$ cat src/rtl/conv_pass_sequencer.sv
// conv_pass_sequencer: control FSM that sequences convolution passes over a pixel tile.
//
// For each pass (kernel/bias bank) and each output pixel, the FSM steps through:
//   PRIME   - one cycle for ROM / kernel-register latency
//   ACCUM   - CHIN accepted input words, stalling while ifm_valid is low
//   CAPTURE - one cycle in which bias+ReLU is captured and the accumulators are cleared
//   OUTPUT  - holds the result vector until the sink accepts it
//
// Parameters:
//   CHIN   - input channels accumulated per output pixel
//   PIXELS - output pixels per pass
//   PASSES - bank passes per run (bank_sel is one bit wide, so at most 2)
//
// Ports:
//   clk, rst                - clock; asynchronous active-high reset
//   start                   - run request, honoured only while idle
//   ifm_valid               - input word present at ifm_addr
//   ofm_ready               - result sink accepts the vector
//   ifm_addr                - pix_idx*CHIN + ch_idx
//   weight_addr             - ch_idx, shared by both weight ROMs
//   bank_sel                - pass index (0 = layer-1 bank, 1 = layer-2 bank)
//   mac_en, mac_clr         - MAC accumulate enable and accumulator clear
//   ofm_capture             - datapath registers bias+ReLU of the accumulators
//   ofm_valid, ofm_pix      - result vector valid, and its pixel index
//   busy                    - a run is in progress
//   pass_done, run_done     - one-cycle pulses at the end of each pass and of the run
//   stall_cycles            - present only when CONV_SEQ_PERF_EN is defined; counts
//                             input-starved ACCUM cycles plus back-pressured OUTPUT
//                             cycles, saturating at all-ones
module conv_pass_sequencer #(
    parameter int CHIN   = 736,
    parameter int PIXELS = 64,
    parameter int PASSES = 2
) (
    input  logic        clk,
    input  logic        rst,
    input  logic        start,
    input  logic        ifm_valid,
    input  logic        ofm_ready,
    output logic [15:0] ifm_addr,
    output logic [9:0]  weight_addr,
    output logic        bank_sel,
    output logic        mac_en,
    output logic        mac_clr,
    output logic        ofm_capture,
    output logic        ofm_valid,
    output logic [5:0]  ofm_pix,
    output logic        busy,
    output logic        pass_done,
    output logic        run_done
`ifdef CONV_SEQ_PERF_EN
    ,
    output logic [31:0] stall_cycles
`endif
);
    typedef enum logic [2:0] {IDLE, PRIME, ACCUM, CAPTURE, OUTPUT} state_t;
    state_t      state;
    logic [9:0]  ch_idx;
    logic [5:0]  pix_idx;
    logic        pass_idx;
    logic [15:0] pix_base;

    // pix_base tracks pix_idx*CHIN incrementally, so no multiplier is needed
    assign ifm_addr    = pix_base + 16'(ch_idx);
    assign weight_addr = ch_idx;
    assign ofm_pix     = pix_idx;
    assign bank_sel    = pass_idx;
    // mac_en follows ifm_valid in the same cycle, so it cannot be registered
    assign mac_en      = (state == ACCUM) && ifm_valid;

    always_ff @(posedge clk or posedge rst) begin
        if (rst) begin
            state       <= IDLE;
            ch_idx      <= '0;
            pix_idx     <= '0;
            pass_idx    <= 1'b0;
            pix_base    <= '0;
            busy        <= 1'b0;
            mac_clr     <= 1'b0;
            ofm_capture <= 1'b0;
            ofm_valid   <= 1'b0;
            pass_done   <= 1'b0;
            run_done    <= 1'b0;
        end else begin
            pass_done   <= 1'b0;
            run_done    <= 1'b0;
            mac_clr     <= 1'b0;
            ofm_capture <= 1'b0;
            case (state)
                IDLE: if (start) begin
                    state    <= PRIME;
                    busy     <= 1'b1;
                    ch_idx   <= '0;
                    pix_idx  <= '0;
                    pass_idx <= 1'b0;
                    pix_base <= '0;
                end
                PRIME: state <= ACCUM;
                ACCUM: if (ifm_valid) begin
                    if (ch_idx == 10'(CHIN - 1)) begin
                        ch_idx      <= '0;
                        state       <= CAPTURE;
                        mac_clr     <= 1'b1;
                        ofm_capture <= 1'b1;
                    end else begin
                        ch_idx <= ch_idx + 10'd1;
                    end
                end
                CAPTURE: begin
                    state     <= OUTPUT;
                    ofm_valid <= 1'b1;
                end
                OUTPUT: if (ofm_ready) begin
                    ofm_valid <= 1'b0;
                    state     <= PRIME;
                    if (pix_idx == 6'(PIXELS - 1)) begin
                        pass_done <= 1'b1;
                        pix_idx   <= '0;
                        pix_base  <= '0;
                        if (pass_idx == 1'(PASSES - 1)) begin
                            pass_idx <= 1'b0;
                            run_done <= 1'b1;
                            busy     <= 1'b0;
                            state    <= IDLE;
                        end else begin
                            pass_idx <= pass_idx + 1'b1;
                        end
                    end else begin
                        pix_idx  <= pix_idx + 6'd1;
                        pix_base <= pix_base + 16'(CHIN);
                    end
                end
                default: state <= IDLE;
            endcase
        end
    end

`ifdef CONV_SEQ_PERF_EN
    always_ff @(posedge clk or posedge rst) begin
        if (rst)
            stall_cycles <= '0;
        else if (state == IDLE && start)
            stall_cycles <= '0;
        else if (((state == ACCUM && !ifm_valid) || (state == OUTPUT && !ofm_ready)) && stall_cycles != '1)
            stall_cycles <= stall_cycles + 32'd1;
    end
`endif
endmodule
$ cat config.mk
export PLATFORM = sky130hd
export DESIGN_NAME = conv_pass_sequencer
export DESIGN_NICKNAME = d
export VERILOG_FILES = /design/src/rtl/conv_pass_sequencer.sv
export SDC_FILE = /design/constraint.sdc
export NUM_CORES = 1
export LEC_CHECK = 0
export ABC_CLOCK_PERIOD_IN_PS = 2320
export BUFFER_PORTS_ARGS = -buffer_cell sky130_fd_sc_hd__buf_2
export CORE_ASPECT_RATIO = 0.8
export CORE_MARGIN = 2
export CORE_UTILIZATION = 50
export DETAILED_ROUTE_END_ITERATION = 16
export MAX_ROUTING_LAYER = met4
export PLACE_DENSITY = 0.7
export SYNTH_ARGS = -nofsm -noshare
export SYNTH_HDL_FRONTEND = slang
export SYNTH_SLANG_ARGS = --single-unit
export TNS_END_PERCENT = 20
$ cat constraint.sdc
create_clock -name clk -period 2.32 [get_ports clk]
set_input_delay 0.464 -clock clk [delete_from_list [all_inputs] [get_ports clk]]
set_output_delay 0.464 -clock clk [all_outputs]
set_load 0.01 [all_outputs]
==> out/metrics.yaml <==
required_ns: 1.86
synth_top_family_by_area: "simple AND/OR/NAND/NOR gates"
p_leak_nw: 1.34
drv_cap: 0
critPathSlowestCell: "or3_4"
report.final.slew_viol_count: 0
max_freq_ghz: 0.410
drive_gt1_share_pct: 33.7
cts_htree_levels: 2
violations: "setup timing"
die_x_um: 79.5
hold_viol: 0
ant_nets: 0
reg2reg_depth: 4
min_period_over_period_pct: 105
fin_crit_ns: 2.44
finalPower_mw: 2.47
rows: 21
setup_viol: 4
worstSetupPathType: "flop to output port"
synthCells: 242
reg2reg_from: "state[2]$_DFFE_PP0P_"
dieArea_um2: 5120
end_kind: "output port"
antenna_found_initial: 0
yosysTopAreaCellShare_pct: 39.5
status: "finished with violations"
synth.net_count: 255
place_congestion: 0.849
avgSynthCellArea_um2: 9.42
cts_tree: "built"
areaGrowthSynthToFinish_pct: 22.3
route.detailed.drc: 0
dp_cells: 338
synth.top_cells.by_area: "dfrtp_1, xnor2_1, ha_1"
rsz0062_at_grt: "yes"
antenna_cells: 0
synth-main-ff-cell: "dfrtp_1"
crit_chain: "ha_4, a211oi_2, or3_4, a31o_4, xnor2_2, buf_2"
synthMuxAreaShare_pct: 3.57
setup_slack_ns: -0.121
wire_per_inst_um: 14.8
final_cells: 351
yosys.area_share.adder_pct: 4.39
grt_max_degree: 37
reg2reg_setup_slack_ns: 0.45
worstPathArrival_ns: 1.98
fin_util_pct: 65.1
grt.overflow.total: 0
io_pins: 45
worstMarginPinSlew_ns: 0.543
ys_ff_latch: 36
via_count: 1995
hold_buffers: 0
first_pass_iters: 4
initial_core_util_pct: 53.2
ir_drop_mv: 0.528
synth_edf_count: 0
cts.sinks: 36
grt_usage_pct: 23.2
max_stage_delay_ns: 0.43
dieHeight_um: 64.4
ys_warn_count: 0
yosysSeqAreaShare_pct: 39.5
clockBufferDepth: 2
viasPerCell: 5.68
pre_cts_slack_ns: 0.0908
hp-class: "primary input to asynchronous set/reset pin"
hpwlAfterDp_um: 3600
highest_layer: "met4"
synth_top_area_cell: "dfrtp_1"
synthSimpleGateAreaFrac_pct: 23.5
cts_root_buf: "clkbuf_8"
worst-path-max-fanout: 4
power_density_nw_per_um2: 885
cp-start-kind: "flop"
core_um2: 4280
synth.cell_area_um2: 2280
max_slew_margin_pct: 63.8
worstReg2RegEnd: "pix_base[15]$_DFFE_PP0P_"
synth_xor_area_share_pct: 8.84
wl_met1_um: 2570
drt_iter0_drc: 159
fin_skew_ns: 0.00757
wl_met2_um: 2290
finalWirelength_um: 5210
grt_pass1_vias: 1865
port_buffers: 44
clkTransAtPathRegs_ns: 0.07
grt_pass1_wl_um: 8960
dr_wl_met3_um: 277
synthArstFlopShare_pct: 100
cts_made_buffers: 5
synth_compound_area_share_pct: 14.7
clkLatencyLatePin_ns: 0.29
ys_types: 54
final_nets: 307
[how the worst max path moves through the flow]
| stage | endpoint | cells past startpoint | slack, ns | startpoint |
|---|---|---|---|---|
| floorplan | ifm_addr[14] | 5 | 0.11 | weight_addr[9]$_DFFE_PP0P_ |
| global placement | ifm_addr[15] | 6 | 0.13 | weight_addr[6]$_DFFE_PP0P_ |
| detailed placement | ifm_addr[14] | 6 | 0.09 | pix_base[6]$_DFFE_PP0P_ |
| CTS | ifm_addr[14] | 6 | -0.14 | pix_base[6]$_DFFE_PP0P_ |
| global route | ifm_addr[14] | 6 | -0.18 | weight_addr[8]$_DFFE_PP0P_ |
| finish | ifm_addr[14] | 6 | -0.12 | pix_base[6]$_DFFE_PP0P_ |
[cell type report]
class | instances | area, µm²
Fill cell | 342 | 1500
Multi-Input combinational cell | 180 | 1350
Sequential cell | 36 | 901
Timing Repair Buffer | 63 | 363
Clock buffer | 6 | 72.6
Tap cell | 57 | 71.3
Inverter | 8 | 30.0
Clock inverter | 1 | 5.00
[stage by stage]
stage          area [µm²]  hold WS, ns  setup TNS (ns)
2_1_floorplan        2280        0.512               0
4_1_cts              2750        0.281          -0.444
3_3_place_gp         2570        0.490               0
6_report             2790        0.259          -0.385
5_1_grt              2790        0.338          -0.811
3_5_place_dp         2570        0.482               0
[cells in the mapped netlist, types with 3 or more instances]
master    number
xnor2_1       13
ha_1           8
and4_1         4
nor2_1        25
or3_1          3
o21ai_0       13
a211oi_1       3
inv_1          8
o211ai_1       4
nand2_1       15
nand3_1       10
nand4_1        7
a21oi_1        8
xor2_1        10
clkbuf_1       9
or3b_2         3
nor2b_1        3
dfrtp_1       36
and3_1         5
buf_4          7
mux2i_1        3
[logic make-up (layout without fill, tap and decap cells)]
logic type	after synthesis	count (layout)
AOI/OAI and AO/OA	49	49
xor gates and xnor gates	23	23
adders and majority gates	8	8
buffers and inverters	26	78
DFF	36	36
muxes	7	7
and+or+nand+nor	93	93
[registers in the layout (all words and copies together) (netlist names), 3 cells and up]
register	flops
weight_addr	10
state	3
pix_base	11
ofm_pix	6
[worst max-delay path: cells and delay by family, from the launching register on]
kind                     cells  cell delay [ns]
buffers and inverters        1             0.14
flip-flops                   1             0.41
AND/OR/NAND/NOR              1             0.43
adder cells (fa/ha/maj)      1             0.28
XOR/XNOR                     1             0.12
AO/OA/AOI/OAI                2             0.31
[per-layer routing]
layer  global-route usage (%)  vias to the layer above
met5                        -                        -
met4                     7.76                        0
met3                     3.53                        7
met2                     31.9                       62
met1                     34.8                      960
li1                         -                      966
[layout by cell type (no fill, tap or decap), types with 5 or more instances in the layout]
master and n:
dfrtp_1 36, and3_1 5, nor2_1 25, nand3_1 10, nand2_1 15, xnor2_1 11, o21ai_0 12, a21oi_1 8
clkbuf_8 5, buf_2 44, xor2_1 10, inv_1 8, nand4_1 7, buf_4 19
[report_power, final]
part	total [mW]	switching (mW)	internal (mW)
registers	0.945	0.201	0.744
logic	1.10	0.603	0.499
clock network	0.419	0.215	0.204
[what timing repair did]
item                       in CTS  in global routing
pin swaps                       7                  5
hold endpoints to repair        0                  0
setup endpoints to repair       6                  6
gates resized for setup         9                  4
setup buffers                   4                  2
No activity file was read; power rests on OpenSTA's default activity.
